### config.mk
export PLATFORM = sky130hd
export DESIGN_NAME = ngy_grid_scanout
export DESIGN_NICKNAME = d
export VERILOG_FILES = /design/src/rtl/ngy_grid_scanout.sv
export SDC_FILE = /design/constraint.sdc
export NUM_CORES = 2
export LEC_CHECK = 0
export BUFFER_PORTS_ARGS = -buffer_cell sky130_fd_sc_hd__buf_2
export CAP_MARGIN = 5
export CORE_AREA = 5 5 475 477
export DETAILED_ROUTE_END_ITERATION = 10
export DIE_AREA = 0 0 480 482
export GPL_TIMING_DRIVEN = 1
export MAX_ROUTING_LAYER = met4
export PLACE_DENSITY = 0.49
export SETUP_SLACK_MARGIN = 0.5
export SYNTH_ARGS = -nofsm -noshare
export SYNTH_HDL_FRONTEND = slang
export SYNTH_SLANG_ARGS = --single-unit
### constraint.sdc
create_clock -name clk_74a -period 3.85 [get_ports clk_74a]
set_input_delay 0.385 -clock clk_74a [delete_from_list [all_inputs] [get_ports clk_74a]]
set_output_delay 0.385 -clock clk_74a [all_outputs]
set_load 0.02 [all_outputs]
### src/rtl/ngy_grid_scanout.sv
// ---------------------------------------------------------------------------
// ngy_grid_scanout
//   Scans the snake game's cell bitmap out to the Pocket video port. A clock
//   divider produces a one-cycle pixel enable, raster counters walk the
//   active/blanking regions, and each grid cell is drawn as an 8x8 pixel block.
//   The bitmap is copied into a shadow buffer once per frame at the start of
//   vertical blanking so game-side writes never tear a visible frame.
//
// Ports
//   clk_74a     in   sole clock (74.25 MHz)
//   reset_n     in   asynchronous active-low reset
//   grid_ram    in   [0:RAM_LENGTH-1] cell bitmap, bit = row*GRID_COLS+col
//   pix_ce      out  one-cycle pixel enable
//   video_rgb   out  24-bit {R,G,B} pixel color
//   video_de    out  active-video flag
//   video_hs    out  horizontal sync, active high
//   video_vs    out  vertical sync, active high
//   frame_start out  one-cycle pulse when a new snapshot is captured
// ---------------------------------------------------------------------------
module ngy_grid_scanout #(
  parameter int          GRID_ROWS  = 30,
  parameter int          GRID_COLS  = 40,
  parameter int          RAM_LENGTH = 1200,
  parameter int          PIX_DIV    = 12,
  parameter int          H_ACTIVE   = 320,
  parameter int          H_FP       = 16,
  parameter int          H_SYNC     = 32,
  parameter int          H_BP       = 32,
  parameter int          V_ACTIVE   = 240,
  parameter int          V_FP       = 4,
  parameter int          V_SYNC     = 4,
  parameter int          V_BP       = 10,
  parameter logic [23:0] FG_COLOR   = 24'h00FF00,
  parameter logic [23:0] BG_COLOR   = 24'h000000
) (
  input  logic                  clk_74a,
  input  logic                  reset_n,
  input  logic [0:RAM_LENGTH-1] grid_ram,
  output logic                  pix_ce,
  output logic [23:0]           video_rgb,
  output logic                  video_de,
  output logic                  video_hs,
  output logic                  video_vs,
  output logic                  frame_start
);

  localparam int H_TOTAL = H_ACTIVE + H_FP + H_SYNC + H_BP;
  localparam int V_TOTAL = V_ACTIVE + V_FP + V_SYNC + V_BP;
  localparam int DIV_W   = $clog2(PIX_DIV);
  localparam int H_W     = $clog2(H_TOTAL);
  localparam int V_W     = $clog2(V_TOTAL);
  localparam int SEL_W   = $clog2(RAM_LENGTH);
  localparam int IDX_W   = 11;

  localparam logic [DIV_W-1:0] DIV_LAST = DIV_W'(PIX_DIV - 1);
  localparam logic [H_W-1:0]   H_LAST   = H_W'(H_TOTAL - 1);
  localparam logic [H_W-1:0]   H_ACT    = H_W'(H_ACTIVE);
  localparam logic [H_W-1:0]   HS_BEG   = H_W'(H_ACTIVE + H_FP);
  localparam logic [H_W-1:0]   HS_END   = H_W'(H_ACTIVE + H_FP + H_SYNC);
  localparam logic [V_W-1:0]   V_LAST   = V_W'(V_TOTAL - 1);
  localparam logic [V_W-1:0]   V_ACT    = V_W'(V_ACTIVE);
  localparam logic [V_W-1:0]   VS_BEG   = V_W'(V_ACTIVE + V_FP);
  localparam logic [V_W-1:0]   VS_END   = V_W'(V_ACTIVE + V_FP + V_SYNC);
  localparam logic [IDX_W-1:0] COLS_L   = IDX_W'(GRID_COLS);
  localparam logic [IDX_W-1:0] ROWS_L   = IDX_W'(GRID_ROWS);

  logic [DIV_W-1:0]      div_q, div_d;
  logic [H_W-1:0]        h_cnt_q, h_cnt_d;
  logic [V_W-1:0]        v_cnt_q, v_cnt_d;
  logic [0:RAM_LENGTH-1] shadow_q, shadow_d;
  logic                  pix_ce_q, pix_ce_d;
  logic [23:0]           rgb_q, rgb_d;
  logic                  de_q, de_d;
  logic                  hs_q, hs_d;
  logic                  vs_q, vs_d;
  logic                  frame_start_q, frame_start_d;

  logic                  tick;
  logic                  active;
  logic                  in_grid;
  logic                  snap;
  logic [IDX_W-1:0]      col, row, idx;
  logic [SEL_W-1:0]      sel;

  always_comb begin
    tick          = (div_q == DIV_LAST);
    div_d         = tick ? '0 : div_q + DIV_W'(1);
    h_cnt_d       = h_cnt_q;
    v_cnt_d       = v_cnt_q;
    shadow_d      = shadow_q;
    rgb_d         = rgb_q;
    de_d          = de_q;
    hs_d          = hs_q;
    vs_d          = vs_q;
    pix_ce_d      = tick;

    active  = (h_cnt_q < H_ACT) && (v_cnt_q < V_ACT);
    col     = IDX_W'(h_cnt_q >> 3);
    row     = IDX_W'(v_cnt_q >> 3);
    in_grid = (col < COLS_L) && (row < ROWS_L);
    idx     = row * COLS_L + col;
    // Off-grid positions (beyond the bitmap) are forced to cell 0 and then
    // masked by in_grid, so the shadow is never addressed out of range.
    sel     = in_grid ? SEL_W'(idx) : '0;

    // Snapshot on the first pixel of vertical blanking.
    snap          = tick && (h_cnt_q == '0) && (v_cnt_q == V_ACT);
    frame_start_d = snap;

    if (tick) begin
      // Outputs come from the pre-advance counters, so they trail the
      // raster position by exactly one pixel.
      de_d = active;
      hs_d = (h_cnt_q >= HS_BEG) && (h_cnt_q < HS_END);
      vs_d = (v_cnt_q >= VS_BEG) && (v_cnt_q < VS_END);
      if (!active)
        rgb_d = 24'h000000;
      else if (in_grid && shadow_q[sel])
        rgb_d = FG_COLOR;
      else
        rgb_d = BG_COLOR;

      if (h_cnt_q == H_LAST) begin
        h_cnt_d = '0;
        v_cnt_d = (v_cnt_q == V_LAST) ? '0 : v_cnt_q + V_W'(1);
      end else begin
        h_cnt_d = h_cnt_q + H_W'(1);
      end
    end

    if (snap)
      shadow_d = grid_ram;
  end

  always_ff @(posedge clk_74a or negedge reset_n) begin
    if (!reset_n) begin
      div_q         <= '0;
      h_cnt_q       <= '0;
      v_cnt_q       <= '0;
      shadow_q      <= '0;
      pix_ce_q      <= 1'b0;
      rgb_q         <= 24'h000000;
      de_q          <= 1'b0;
      hs_q          <= 1'b0;
      vs_q          <= 1'b0;
      frame_start_q <= 1'b0;
    end else begin
      div_q         <= div_d;
      h_cnt_q       <= h_cnt_d;
      v_cnt_q       <= v_cnt_d;
      shadow_q      <= shadow_d;
      pix_ce_q      <= pix_ce_d;
      rgb_q         <= rgb_d;
      de_q          <= de_d;
      hs_q          <= hs_d;
      vs_q          <= vs_d;
      frame_start_q <= frame_start_d;
    end
  end

  assign pix_ce      = pix_ce_q;
  assign video_rgb   = rgb_q;
  assign video_de    = de_q;
  assign video_hs    = hs_q;
  assign video_vs    = vs_q;
  assign frame_start = frame_start_q;

endmodule
==> results.py <==
metrics = {
    "synth": {
        "synth_cells": 6963,
        "synth_top_area_share_pct": 52.8,
        "synth_ff_type": "dfrtp_1",
        "synth.distinct_cells": 82,
        "ys_ff_latch": 1228,
        "yosysWarnings": 0,
        "synth_edf_count": 0,
        "ys_async_sr_fraction_pct": 100,
        "synth_common_cells": "3,634 x nand2_1, 1,228 x dfrtp_1, 265 x clkbuf_1",
        "yosysMostFrequentCell": "nand2_1",
        "ys_seq_area_share_pct": 52.8,
        "synth.area.top_cells": "dfrtp_1 53%, nand2_1 23%, mux2i_1 2.2%",
        "synth.avg_cell_area_um2": 8.35,
        "synth_area_um2": 58100,
        "yosysTopAreaCell": "dfrtp_1",
    },
    "placed_design": {
        "gp_congestion": 0.919,
        "dp_hpwl_mm": 239,
        "portBuffers": 1214,
        "dpl.cell_count": 11000,
    },
    "critical_path": {
        "critPathLaunchType": "flop",
        "timing.rr.start": "v_cnt_q[3]",
        "worst_setup_path_end_kind": "flop",
        "worstPathRequired_ns": 4.54,
        "r2r_end": "video_rgb[14]",
        "crit_arrival_ns": 4.55,
        "r2r_slack_ns": -0.01,
        "path_class": "reg2reg",
        "path_max_fanout": 7,
        "r2r_cells": 12,
    },
    "min_path": {
        "holdCritPathClass": "in2reg",
        "min_from": "grid_ram[656]",
        "min_to": "shadow_q[656]",
        "hold_depth": 3,
    },
    "timing": {
        "fin_ws_ns": -0.0128,
        "hold_viol_final": 0,
        "finalClockSkew_ns": 0.0437,
        "slew_headroom_pct": 49.4,
        "fin_crit_sh_pct": 100,
        "rsz0062_at_grt": "true",
        "fin_worst_hold_slack_ns": 0.0517,
        "fmax_ghz": 0.259,
        "period_needed_ns": 3.86,
        "finalSetupViolCount": 1,
        "max_slew.worst_pin.slew_ns": 0.753,
        "final_max_slew_viol_count": 0,
    },
    "floorplanning": {
        "die-height_um": 482,
        "coreArea_um2": 221000,
        "dieArea_um2": 231000,
        "initial_core_util_pct": 26.3,
        "die_x_um": 480,
        "row_count": 173,
        "pin_count": 1231,
    },
    "global_routing": {
        "antenna_found_initial": 43,
        "grt_pass1_vias": 64800,
        "track_usage_pct": 28.4,
        "grt_max_degree": 122,
        "grt_use_met1_pct": 35.1,
        "grt_util_met2_pct": 44.7,
        "grt_first_pass_wirelength_mm": 462,
        "use_met3_pct": 4.48,
        "busiest_layer": "met2",
        "grt.overflow.total": 0,
    },
    "detailed_routing": {
        "wire_per_inst_um": 26.4,
        "wirelength_mm": 331,
        "via_count": 62700,
        "viasPerCell": 4.99,
        "drc": 0,
        "drt-pass1-iter-count": 6,
        "drtIter0Drc": 5370,
        "ant_nets": 0,
    },
    "final_layout": {
        "final_cells": 12600,
        "nFillCells": 22000,
        "drive_above_1_share_pct": 21.6,
        "area_growth_pct": 51.3,
        "register_area_um2": 30700,
        "fin_util_pct": 39.8,
        "multi_input_area_um2": 25400,
        "fin_nets": 10700,
    },
    "clock_tree": {
        "insertion_delay_ns": 0.84,
        "numClockSinks": 1228,
        "root_buffer": "clkbuf_16",
        "cts.clk_slew.worst_paths_ns": 0.06,
        "cts_tree": "yes",
        "htree_levels": 4,
        "clk_path_buf_depth": 3,
        "cts_buffers": 148,
    },
    "flow_run": {
        "cap_violations": 0,
    },
    "outcome": {
        "status": "finished with violations",
        "violations": "setup timing",
    },
    "pwr": {
        "peakVddDrop_mv": 0.401,
        "p_per_area_nw_per_um2": 335,
        "leakage_nw": 39.2,
    },
}
## cells by family after synthesis
family | count (synthesis) | share of synthesized area, %
flops | 1228 | 52.8
mux | 199 | 3.85
buf+inv | 592 | 4.60
fa+ha+maj | 19 | 0.435
simple gates | 4001 | 26.7
compound gates | 900 | 11.2
xor+xnor | 23 | 0.346
other cells | 1 | 0.00645
## through the flow
stage               instance area [um2]  power, W  TNS (ns)  worst slack, ns
CTS                               87500    0.0297   -0.0407          -0.0407
global route                      87900    0.0303   -0.0457          -0.0457
detailed placement                70300    0.0143    -0.714           -0.714
global placement                  70300    0.0143    -0.780           -0.780
floorplan                         58200    0.0132         0            0.533
finish                            88000    0.0294   -0.0128          -0.0128
## layout make-up
type	count	area share (%)
timing repair buffer	2845	26.0
antenna	32	0.0910
clock buffer	211	4.87
multi-input combinational	5158	28.9
inverter	56	0.248
clock inverter	55	0.714
tap	2975	4.23
sequential	1228	35.0
## where the power goes
| part | switching [W] | internal [W] | total (W) |
|---|---|---|---|
| Sequential | 0 | 0.0129 | 0.0129 |
| Combinational | 0.000900 | 0.00128 | 0.00218 |
| Clock | 0.00613 | 0.00821 | 0.0143 |
## state kept, by name, indices dropped and copies added, names as in the netlist
register	count
div_q	4
frame_start	1
h_cnt_q	9
pix_ce	1
shadow_q	1200
v_cnt_q	9
video_de	1
video_hs	1
video_rgb	1
video_vs	1
## how the worst max path moves through the flow
stage,slack [ns],cells after the start,start,end
after CTS,-0.04,14,h_cnt_q[6],video_rgb[14]
after global routing,-0.05,15,v_cnt_q[4],video_rgb[14]
after global placement,-0.78,12,h_cnt_q[6],video_rgb[14]
final,-0.01,12,v_cnt_q[3],video_rgb[14]
after detailed placement,-0.71,11,h_cnt_q[3],video_rgb[14]
after floorplan,0.53,15,v_cnt_q[6],video_rgb[14]
## metal layers
metal	wire, um	vias up	share of wire [%]
met3	21300	865	6.4
met2	153000	3040	46
met4	20400	0	6.2
li1	-	28000	-
met1	137000	30800	41
met5	0	-	0
## cells in the final DEF, fill, tap and decap left out, types with 31 or more instances in the layout
| master | netlist | final |
|---|---|---|
| o211ai_1 | 39 | 39 |
| nand2_1 | 3634 | 3628 |
| clkbuf_1 | 265 | 31 |
| mux2i_1 | 130 | 130 |
| mux2_2 | 55 | 55 |
| o221ai_1 | 67 | 66 |
| a211oi_1 | 49 | 42 |
| dlygate4sd3_1 | 0 | 1198 |
| dfrtp_1 | 1228 | 1225 |
| o21ai_0 | 164 | 161 |
| buf_4 | 32 | 303 |
| nand3_1 | 46 | 40 |
| buf_12 | 0 | 114 |
| nand4_1 | 34 | 34 |
| o22ai_1 | 69 | 66 |
| a21oi_1 | 114 | 112 |
| diode_2 | 0 | 32 |
| buf_2 | 210 | 1213 |
| nor3_1 | 55 | 49 |
| a221oi_1 | 133 | 130 |
| inv_1 | 54 | 51 |
| clkbuf_16 | 0 | 153 |
| nor2_1 | 142 | 134 |
## critical path, stage by stage, from the launching register on
cell,delay (ns)
dfrtp_1,0.38
ha_2,0.20
fa_4,0.89
nor2_1,0.10
a211o_2,0.44
o21ai_0,0.11
o22ai_1,0.11
nor4_1,0.30
a31oi_1,0.14
a32oi_2,0.24
o211ai_1,0.23
o2111a_2,0.28
a311o_1,0.33
## timing repair
item                                   in CTS  in global routing
endpoints found under the hold margin    1284                  0
hold buffers                             1198                  0
pin swaps                                  19                 26
buffers inserted                            8                 13
gates resized for setup                    40                 44
setup endpoints to repair                   1                  4
gates cloned                                0                  3
(Power assumes the default switching activity.)
